`src/rtl/vr_usr_pkg.sv`:
```
// vr_usr_pkg: mode encodings, controller states and the shift-class helper shared by vr_univ_shreg
package vr_usr_pkg;
  localparam logic [2:0] MODE_HOLD = 3'b000;
  localparam logic [2:0] MODE_SHR  = 3'b001;
  localparam logic [2:0] MODE_SHL  = 3'b010;
  localparam logic [2:0] MODE_LOAD = 3'b011;
  localparam logic [2:0] MODE_ROR  = 3'b100;
  localparam logic [2:0] MODE_ROL  = 3'b101;
  localparam logic [2:0] MODE_CLR  = 3'b110;
  typedef enum logic [1:0] {IDLE, RUN, FIN} state_t;
  function automatic logic is_shift_mode(input logic [2:0] m);
    return m inside {MODE_SHR, MODE_SHL, MODE_ROR, MODE_ROL};
  endfunction
endpackage

```
`src/rtl/vr_usr_step.sv`:
```
// vr_usr_step: combinational next register value for one application of a mode
module vr_usr_step import vr_usr_pkg::*; #(
  parameter int W = 4
) (
  input  logic [2:0]   mode,
  input  logic [W-1:0] q,
  input  logic         lin,
  input  logic         rin,
  input  logic [W-1:0] din,
  output logic [W-1:0] q_next
);
  always_comb
    q_next = mode == MODE_HOLD ? q :
             mode == MODE_SHR  ? {q[W-2:0], rin} :
             mode == MODE_SHL  ? {lin, q[W-1:1]} :
             mode == MODE_LOAD ? din :
             mode == MODE_ROR  ? {q[W-2:0], q[W-1]} :
             mode == MODE_ROL  ? {q[0], q[W-1:1]} :
             mode == MODE_CLR  ? '0 : q;
endmodule

```
`src/rtl/vr_univ_shreg.sv`:
```
// vr_univ_shreg: parametrised universal shift register with rotate modes and START/BUSY/DONE burst shifting
// Optional serial outputs and ZERO flag under VR_USR_SEROUT_EN.
module vr_univ_shreg import vr_usr_pkg::*; #(
  parameter int W  = 4,
  parameter int AW = 3
) (
  input  logic          CLK,
  input  logic          CLR,
  input  logic          EN,
  input  logic [2:0]    MODE,
  input  logic          LIN,
  input  logic          RIN,
  input  logic [W-1:0]  DIN,
  input  logic          START,
  input  logic [AW-1:0] AMT,
  output logic [W-1:0]  Q,
  output logic          BUSY,
`ifdef VR_USR_SEROUT_EN
  output logic          DONE,
  output logic          SOUT_R,
  output logic          SOUT_L,
  output logic          ZERO
`else
  output logic          DONE
`endif
);
  state_t state, state_d;
  logic [2:0] lmode;
  logic [AW-1:0] cnt, cnt_d;
  logic [W-1:0] q_step, q_d;
  logic burst;
  vr_usr_step #(.W(W)) u_step (
    .mode(state == RUN ? lmode : MODE),
    .q(Q),
    .lin(LIN),
    .rin(RIN),
    .din(DIN),
    .q_next(q_step)
  );
  // a burst takes its first step on the START edge, so cnt holds the steps still owed
  always_comb begin
    burst = START && is_shift_mode(MODE);
    state_d = state;
    cnt_d = cnt;
    q_d = Q;
    case (state)
      IDLE: begin
        q_d = (burst ? AMT != '0 : START || EN) ? q_step : Q;
        cnt_d = burst ? AMT - AW'(1) : cnt;
        state_d = !burst ? IDLE : AMT > AW'(1) ? RUN : FIN;
      end
      RUN: begin
        q_d = q_step;
        cnt_d = cnt - AW'(1);
        state_d = cnt == AW'(1) ? FIN : RUN;
      end
      default: state_d = IDLE;
    endcase
  end
  always_ff @(posedge CLK or posedge CLR)
    if (CLR) begin
      Q <= '0;
      state <= IDLE;
      cnt <= '0;
      lmode <= MODE_HOLD;
      BUSY <= 1'b0;
      DONE <= 1'b0;
    end else begin
      Q <= q_d;
      state <= state_d;
      cnt <= cnt_d;
      lmode <= state == IDLE && burst ? MODE : lmode;
      BUSY <= state_d != IDLE;
      DONE <= state_d == FIN;
    end
`ifdef VR_USR_SEROUT_EN
  assign SOUT_R = Q[W-1];
  assign SOUT_L = Q[0];
  always_ff @(posedge CLK or posedge CLR)
    if (CLR) ZERO <= 1'b1;
    else ZERO <= q_d == '0;
`endif
endmodule
```
`config.mk`:
```
export PLATFORM = sky130hd
export DESIGN_NAME = vr_univ_shreg
export DESIGN_NICKNAME = d
export VERILOG_FILES = /design/src/rtl/vr_usr_pkg.sv /design/src/rtl/vr_usr_step.sv /design/src/rtl/vr_univ_shreg.sv
export SDC_FILE = /design/constraint.sdc
export NUM_CORES = 1
export LEC_CHECK = 0
export ABC_AREA = 1
export BUFFER_PORTS_ARGS = -buffer_cell sky130_fd_sc_hd__buf_2
export CORE_ASPECT_RATIO = 1.2
export CORE_MARGIN = 5
export CORE_UTILIZATION = 54
export CTS_CLUSTER_SIZE = 16
export DETAILED_ROUTE_END_ITERATION = 6
export PLACE_DENSITY = 0.77
export SYNTH_ARGS = -nofsm -noshare
export SYNTH_HDL_FRONTEND = slang
export SYNTH_HIERARCHICAL = 1
export SYNTH_SLANG_ARGS = --single-unit
```
`constraint.sdc`:
```
create_clock -name CLK -period 2.8 [get_ports CLK]
set_clock_uncertainty 0.05 [all_clocks]
set_input_delay 0 -clock CLK [delete_from_list [all_inputs] [get_ports CLK]]
set_output_delay 0 -clock CLK [all_outputs]
set_load 0.05 [all_outputs]
```
==> out/results.ini <==
[outcome]
status=finished, final reports clean

[grt]
grt_pass1_vias=1099
grt_overflow=0
grt_max_degree=15
grt_first_pass_wirelength_mm=4.43
grt_antenna_before_repair=0
gr-usage-all-layers=0.184

[pwr]
p_leak_nw=0.745
irDropWorstVdd_mv=0.584
p_per_area_nw_per_um2=1140

[floorplanning]
core_area_um2=2050
io_pins=22
die_y_um=60.6
fp-row-count=18
die_w_um=52.1
start_util=0.562
dieArea_um2=3160

[finish]
diodes=0
stdcell_area_um2=1340
drive_above_1_share=0.253
area_growth_pct=16.5
stdcell_count=220
fin_nets=213
mostFrequentLayoutCell=nand2_1
final_cell_mix=49 x nand2_1, 21 x buf_2, 20 x inv_1
final_util=0.654

[synthesis]
synth.largest_area_cell=dfrtp_1
syn_nets=184
yosysUniqueCellTypes=25
syn_inst=163
synth.area.top_cells=dfrtp_1 30%, nand2_1 16%, inv_1 6.5%
syn-cell-area_um2=1150
synth_top_area_share=0.304
avgSynthCellArea_um2=7.06
yosysSeqAreaShare=0.304
yosysWarnings=6
synth_seq_cells=14

[cts]
htree_levels=1
cts_tree=built
cts_sinks=14
cts_buffers=3
root_buffer=clkbuf_4
max-clock-path-buffers=2
clock_latency_ps=280
clkTransAtPathRegs_ps=80

[critical_path]
critical_path_required_ps=2980
rr_startpoint=state[1]$_DFF_PP0_
crit_path_max_fanout=13
criticalPathCategory=reg -> reg
regToRegSetupSlack_ps=500
r2r_end=Q[0]$_DFFE_PP0P_
crit_start=state[1]$_DFF_PP0_
crit_end=Q[0]$_DFFE_PP0P_
worst-endpoint-arrival_ps=2470
end_kind=flip-flop
crit_path_start_kind=flip-flop
reg2reg_depth=13

[flow_run]
cap_violations=0

[sta]
setup_tns_ps=0
hold_viol=0
rsz0062_at_grt=no
worst_pin_slew_ps=924
setup_viol=0
fin_crit_sh=0.820
period_needed_ps=2300
setup_slack_ps=504
maxSlewViolCount=0
clock.fmax_ghz=0.435
slew_headroom=0.378

[routing]
avgRoutedWirePerCell_um=11.2
via_per_inst=4.96
drc=0
drt_iter0_drc=30
vias=1091
final_antenna_net_count=0
firstDrtPassIters=4
drt-total-wl_mm=2.47

[hold_path]
hp-class=in -> reg

[placement]
placedCellCount=213
dpl_cell_area_um2=1280
hpwl_mm=2.02
dp_slack_ps=519
port-buffer-count=21
place_congestion=0.818

## worst min path at each step
stage / from / end / slack [ps] / depth (start not counted)
after floorplan: CLR / BUSY$_DFF_PP0_ / -160 / 1
final: RIN / Q[0]$_DFFE_PP0P_ / 20 / 5
after detailed placement: CLR / BUSY$_DFF_PP0_ / 20 / 2
after global routing: START / BUSY$_DFF_PP0_ / 70 / 3
after global placement: CLR / BUSY$_DFF_PP0_ / 20 / 2
after CTS: RIN / Q[0]$_DFFE_PP0P_ / 20 / 5
## Yosys cell counts (all sizes together)
library cell  instances
o22ai                 3
a21oi                 7
o21ai                11
nand3b                1
ha                    5
dfrtp                14
o211ai                1
xnor2                 1
nand4                 2
nand3                15
clkinv                1
buf                   2
inv                  25
nand2                54
nor2                 21
## logic make-up (layout without fill, tap and decap cells)
family          count (synthesis)  in the layout  share of synthesized area
buf+inv                        28             55                      0.104
flops                          14             14                      0.304
simple gates                   93             93                      0.415
xor+xnor                        1              1                    0.00761
fa+ha+maj                       5              5                     0.0543
compound gates                 22             22                      0.114
## metal layers
metal	global-route usage	vias up	part of all wire
met1	0.200	493	0.40
met2	0.354	24	0.53
met4	0.0876	0	0.022
met3	0.0172	5	0.045
met5	0	-	0
li1	-	569	-
## registers in the layout, indices dropped and copies added (netlist names)
signal  count
DONE        1
lmode       3
Q           4
cnt         3
state       2
BUSY        1
## power by group
part           switching [W]  total (W)  leakage (nW)  internal, W
Combinational       0.000702    0.00103         0.558     0.000330
Clock              0.0000638   0.000114        0.0138    0.0000500
Sequential         0.0000830   0.000385         0.173     0.000302
## worst max-delay path, stage by stage, from the launching register on
cell and delay (ps):
dfrtp_1 430, nor2_4 190, inv_2 140, o21ai_0 580, inv_2 160, nand3_2 140
nand2_1 70, nand2_1 60, nand2_1 70, nand2_1 60, nand2_1 50, a21oi_2 120
nand2_1 60, nand2_1 50
## final cells by class
class | instances | area [um^2]
Timing Repair Buffer | 26 | 153
Multi-Input combinational cell | 121 | 681
Sequential cell | 14 | 350
Inverter | 26 | 97.6
Clock buffer | 3 | 22.5
Fill cell | 189 | 708
Tap cell | 30 | 37.5
## through the flow
| stage | power [W] | hold WS (ps) |
|---|---|---|
| floorplan | 0.00122 | -161 |
| global placement | 0.00139 | 18.5 |
| detailed placement | 0.00142 | 18.3 |
| CTS | 0.00154 | 20.8 |
| global route | 0.00171 | 67.9 |
| finish | 0.00153 | 18.9 |
## repair_timing
| item | CTS | global route |
|---|---|---|
| resized for setup | 0 | 0 |
| setup buffers | 0 | 0 |
| hold buffers | 4 | 0 |
| hold endpoints to repair | 19 | 0 |
Power figures use the tool's default switching activity.
